File: src/rtl/mealy_seq_detector.sv
// Parametrised Mealy serial pattern detector (MSB-first, KMP fallback), with a
// qualifying valid, a synchronous clear and an optional saturating match counter (SEQDET_MATCH_CNT_EN).
module mealy_seq_detector #(
  parameter int                 PAT_LEN = 4,
  parameter logic [PAT_LEN-1:0] PATTERN = 4'b1011,
  parameter bit                 OVERLAP = 1'b1,
  parameter int                 CNT_W   = 8
) (
  input  logic                       clk,
  input  logic                       rst,
  input  logic                       din,
  input  logic                       din_valid,
  input  logic                       clr,
  output logic                       dout,
  output logic [$clog2(PAT_LEN)-1:0] state_o,
  output logic [CNT_W-1:0]           match_cnt
);

  localparam int          SW     = $clog2(PAT_LEN);
  localparam int          NSTATE = 1 << SW;
  localparam logic [15:0] PAT16  = 16'(PATTERN);

  typedef enum logic [1:0] {
    STEP_HOLD,
    STEP_ADVANCE,
    STEP_FALLBACK,
    STEP_MATCH
  } step_e;

  // i-th bit of the pattern in arrival order (i = 0 is the first bit on the wire).
  function automatic bit pbit(int i);
    return PAT16[4'(PAT_LEN - 1 - i)];
  endfunction

  // Next matched-prefix length after seeing bit b with s bits already matched:
  // the longest suffix of (prefix(s), b) shorter than PAT_LEN that is a pattern prefix.
  // For a full match this is the longest proper border, or 0 without overlap.
  function automatic int entry_next(int s, bit b);
    int res;
    int maxk;
    res  = 0;
    maxk = (s + 1 < PAT_LEN) ? s + 1 : PAT_LEN - 1;
    for (int k = 1; k <= maxk; k++) begin
      bit ok;
      ok = 1'b1;
      for (int j = 0; j < k; j++) begin
        int idx;
        bit sj;
        idx = s + 1 - k + j;
        sj  = (idx < s) ? pbit(idx) : b;
        if (sj != pbit(j)) ok = 1'b0;
      end
      if (ok) res = k;
    end
    if (s == PAT_LEN - 1 && b == pbit(s) && !OVERLAP) res = 0;
    return res;
  endfunction

  // Transition, expected-bit and last-state tables, padded to the full state
  // encoding so unused codes fall back to 0 and can never signal a match.
  logic [SW-1:0]     nxt_tbl [NSTATE][2];
  logic [NSTATE-1:0] exp_tbl;
  logic [NSTATE-1:0] last_tbl;

  for (genvar s = 0; s < NSTATE; s++) begin : g_tbl
    if (s < PAT_LEN) begin : g_live
      assign nxt_tbl[s][0] = SW'(entry_next(s, 1'b0));
      assign nxt_tbl[s][1] = SW'(entry_next(s, 1'b1));
      assign exp_tbl[s]    = pbit(s);
      assign last_tbl[s]   = (s == PAT_LEN - 1);
    end else begin : g_pad
      assign nxt_tbl[s][0] = '0;
      assign nxt_tbl[s][1] = '0;
      assign exp_tbl[s]    = 1'b0;
      assign last_tbl[s]   = 1'b0;
    end
  end

  logic [SW-1:0] state_q, state_d;
  step_e         step;

  always_comb begin
    // NOTE: every output of this block gets a default first, so no path leaves one unassigned and no latch is inferred.
    step    = STEP_HOLD;
    state_d = state_q;
    dout    = 1'b0;
    if (!rst && din_valid) begin
      if (din == exp_tbl[state_q]) begin
        step = last_tbl[state_q] ? STEP_MATCH : STEP_ADVANCE;
      end else begin
        step = STEP_FALLBACK;
      end
      state_d = nxt_tbl[state_q][din];
      dout    = (step == STEP_MATCH);
    end
    if (clr) state_d = '0;
  end

  always_ff @(posedge clk) begin
    // NOTE: registers update with non-blocking assignments so every flop samples pre-edge values.
    if (rst) state_q <= '0;
    else     state_q <= state_d;
  end

  assign state_o = state_q;

`ifdef SEQDET_MATCH_CNT_EN
  logic [CNT_W-1:0] cnt_q, cnt_d;

  always_comb begin
    cnt_d = cnt_q;
    if (dout && cnt_q != '1) cnt_d = cnt_q + 1'b1;
  end

  // The clear only restarts pattern tracking; the count survives it.
  always_ff @(posedge clk) begin
    if (rst) cnt_q <= '0;
    else     cnt_q <= cnt_d;
  end

  assign match_cnt = cnt_q;
`else
  assign match_cnt = '0;
`endif

endmodule

File: config.mk
export PLATFORM = sky130hd
export DESIGN_NAME = mealy_seq_detector
export DESIGN_NICKNAME = d
export VERILOG_FILES = /design/src/rtl/mealy_seq_detector.sv
export SDC_FILE = /design/constraint.sdc
export NUM_CORES = 1
export LEC_CHECK = 0
export CAP_MARGIN = 0
export CORE_AREA = 5 5 42 44
export CTS_BUF_LIST = sky130_fd_sc_hd__clkbuf_8
export DETAILED_ROUTE_END_ITERATION = 8
export DIE_AREA = 0 0 47 49
export GPL_TIMING_DRIVEN = 0
export PLACE_DENSITY = 0.39
export RECOVER_POWER = 50
export SYNTH_ARGS = -nofsm -noshare
export SYNTH_HDL_FRONTEND = slang
export SYNTH_SLANG_ARGS = --single-unit
File: constraint.sdc
create_clock -name clk -period 0.8 [get_ports clk]
set_input_delay 0.16 -clock clk [delete_from_list [all_inputs] [get_ports clk]]
set_output_delay 0.16 -clock clk [all_outputs]
set_load 0.01 [all_outputs]
* Yosys cells after proc, flatten, opt, wreduce, memory -nomap -nowiden *
Cells that the tools add are included.

storage, ports and cells
  bits in registers = 2
  input port bits = 5
  output and inout port bits = 11

cells by class
  $lt $le $gt $ge = 3
  eq/ne operators = 2
  muxes and demuxes = 14
  bitwise operators = 2
  reduce and logical (&&, ||, !) cells = 3

operators with widths
  kind                number
  $mux 2              6
  $bmux 4 s2          1
  $mux 4              2
  $bmux 1 s2          2
  $ge 3x3->1 const B  1
  $lt 2x3->1 const B  1
  $mux 1              3
  $not 2->3           1
  $eq 2x2->1 const B  1
  $ge 2x2->1 const B  1
  $not 1->2           1
  $reduce_or 2->1     1
  $eq 1x1->1          1
  $logic_and 1x1->1   1
  $logic_not 1->1     1

* Logic depth before layout (Yosys ltp) *
  depth in word-level cells = 7
  depth in mapped cells = 3

* Least setup slack after synthesis *
Ideal clock, no wire load.

  path type = flip-flop to output port
  start point = register state_q[0], in the netlist state_o[0]
  end point = output dout
  arrival = 680 ps
  required time = 640 ps
  path slack = -40 ps
  stages on the path, launching flop included = 3
  cells stage by stage = dfxtp_1 nand4_1 nor2_1

between the ends
  longest elaborated chain between the ends = 7
  elaborated cells on any way between the ends = 10
  classes of those cells = eq/ne: 2; mux: 8

ends and longest elaborated chain
  what                                         RTL line  text
  start, declared                              79        logic [SW-1:0] state_q, state_d;
  start signal, assigned                       102       else state_q <= state_d;
  $bmux 1 s2, on equally long branches         88, 89
  $mux 1, on equally long branches             88, 89
  $eq 1x1->1 / $mux 2 (equally long branches)  88, 89
  $mux 2 *                                     88        if (din == exp_tbl[state_q]) begin
  $mux 2 *                                     87        if (!rst && din_valid) begin
  $eq 2x2->1 *                                 94        dout = (step == STEP_MATCH);
  $mux 1 *                                     87
  end, declared                                14        output logic dout,

Every way passes the cells marked *; elsewhere a longest branch is shown, timed or not. The select of a mux whose other input is x is not followed.

* Final worst setup path *
  start point = register state_q[1], in the netlist state_o[1]
  end point = output dout

Same word-level chain as after synthesis.

==> out/qor.yml <==
syn-mean-instance-area_um2: 8.20
status: "finished, violations left"
p_leak_nw: 0.172
synth-main-ff-cell: "dfxtp_1"
design_area_um2: 328
drt-wirelength-per-cell_um: 7.33
cpMaxStageDelayCell: "dfxtp_2"
cap_violations: 0
grt_use_total_pct: 4.50
nFillCells: 160
hold_violations: 0
ys_ff_latch: 2
grt_pass1_vias: 174
crit_arrival_ns: 0.85
maxSlewViolCount: 0
synth.distinct_cells: 12
fmax_ghz: 0.993
hold_path_class: "in -> reg"
cts.sinks: 2
areaGrowthSynthToFinish_pct: 100
path_cells: "nand4_1, nor2_2, buf_2"
ios: 16
gp_congestion: 0.659
end_kind: "primary output"
slowest_delay_ns: 0.32
synth-async-reset-ratio_pct: 0
nets: 45
die_height_um: 49
violations: "negative setup slack"
clk_pin_slew_ns: 0.03
dpl_cell_area_um2: 284
vdd_ir_drop_max_mv: 0.554
yosysTopAreaCell: "buf_4"
root_buffer: "clkbuf_8"
synth.most_common_cell: "buf_4"
setup_ws_ns: -0.207
period_needed_ns: 1.01
drc: 0
fin_crit_sh_pct: 126
worstPathRequired_ns: 0.64
netlist_top_cells_count: "buf_4 (8), dfxtp_1 (2)"
hpwl_um: 313
port_buffers: 7
start_kind: "flop"
drtIter0Drc: 2
multi_input_area_um2: 91.3
cts_max_level: 1
synthCells: 20
rsz0062_at_grt: "true"
crit_type: "reg -> out"
antenna_found_initial: 0
die-area_um2: 2300
numCtsBuffers: 3
worst_clock_skew_ns: 0.00280
crit_fanout: 3
synth.yosys.seq_area_share_pct: 24.4
syn-cell-area_um2: 164
grt_max_degree: 5
initial_utilization_pct: 11.7
cts_tree: "done"
dp_cells: 50
synth_edf_count: 0
diodes: 0
synth_top_area_share_pct: 36.6
row_count: 14
insertion_delay_ns: 0.21
drt-pass1-iter-count: 2
vias: 160
cts_buffer_depth: 2
setup_viol: 4
power_density_nw_per_um2: 1790
drive_above_1_share_pct: 52.6
regArea_um2: 42.5
yosysWarnings: 0
final-instance-count-excl-fill: 54
cp.buffers_inverters: 1
fp.coreArea_um2: 1400
overflow: 0
largest_reg_flops: 2
ant_nets: 0
cpLargestDelayFamily: "flip-flops"
grt_pass1_wl_um: 669
wl_um: 396
via_per_inst: 2.96
die_w_um: 47
synthTopCellsByArea: "buf_4 (37%), dfxtp_1 (24%), a211oi_2 (7.6%)"
stage by stage:
step | setup TNS (ns) | hold slack (ns) | power, mW | worst slack, ns | utilization, %
global route | -0.534 | 0.344 | 0.619 | -0.247 | 23.4
detailed placement | -1.98 | 0.528 | 0.192 | -0.828 | 20.3
finish | -0.397 | 0.320 | 0.586 | -0.207 | 23.4
CTS | -0.432 | 0.326 | 0.594 | -0.220 | 23.2
floorplan | 0 | 0.225 | 0.160 | 0.0273 | -
global placement | -2.01 | 0.537 | 0.192 | -0.836 | 20.3
power breakdown:
part           switching, mW  leakage [nW]  internal (mW)
registers            0.00150        0.0172          0.103
logic                 0.0384         0.133         0.0492
clock network         0.0758        0.0216          0.318
total                  0.116         0.172          0.470
placed cells by master (no fill, tap or decap), drive strengths merged:
| cell | Yosys | layout |
|---|---|---|
| clkdlybuf4s50 | 0 | 1 |
| nand4 | 1 | 1 |
| mux2i | 1 | 1 |
| nor2 | 1 | 1 |
| dlygate4sd2 | 0 | 3 |
| conb | 1 | 8 |
| nor2b | 1 | 1 |
| buf | 8 | 12 |
| o21ai | 1 | 1 |
| nor3 | 1 | 1 |
| clkbuf | 0 | 3 |
| inv | 1 | 1 |
| a211oi | 1 | 1 |
| nand3b | 1 | 1 |
| dfxtp | 2 | 2 |
cell families (layout without fill, tap and decap cells):
group                  after synthesis  in the layout  synth area share [%]
buffers and inverters                9             20                  38.9
AND/OR/NAND/NOR                      5              5                  17.6
AO/OA/AOI/OAI                        2              2                  10.7
other                                1              8                  2.29
multiplexers                         1              1                  6.11
flip-flops                           2              2                  24.4
layout make-up:
cell class | instances | area share [%]
Inverter | 1 | 1.15
Tap cell | 16 | 6.11
Timing Repair Buffer | 8 | 21.0
Sequential cell | 2 | 13.0
Multi-Input combinational cell | 16 | 27.9
Buffer | 8 | 18.3
Clock buffer | 3 | 12.6
path summary, 6_finish.rpt:
path               from         end  slack (ns)  depth (start not counted)
max          state_o[1]        dout       -0.21                          3
min                 rst  state_o[1]        0.32                          2
max reg2reg  state_o[0]  state_o[1]       -0.06                          4
min reg2reg  state_o[1]  state_o[1]        0.52                          2
routing by layer:
| metal | global-route usage [%] | wire, um | part of all wire (%) |
|---|---|---|---|
| met1 | 4.80 | 159 | 40 |
| met2 | 4.52 | 159 | 40 |
| met3 | 3.69 | 60 | 15 |
| met4 | 5.53 | 17 | 4.3 |
| met5 | 0 | 0 | 0 |
worst reg2reg max path, stage by stage (launching register included):
cell and delay, ns:
dfxtp_2 0.31, buf_6 0.12, nor2b_2 0.09, o21ai_1 0.07, a211oi_2 0.18
timing repair:
item / 4_1_cts / 5_1_grt
buffers inserted: 1 / 0
hold buffers: 0 / 0
setup endpoints to repair: 5 / 4
pin swaps: 2 / 0
resized for setup: 18 / 1
(Power assumes the default switching activity.)
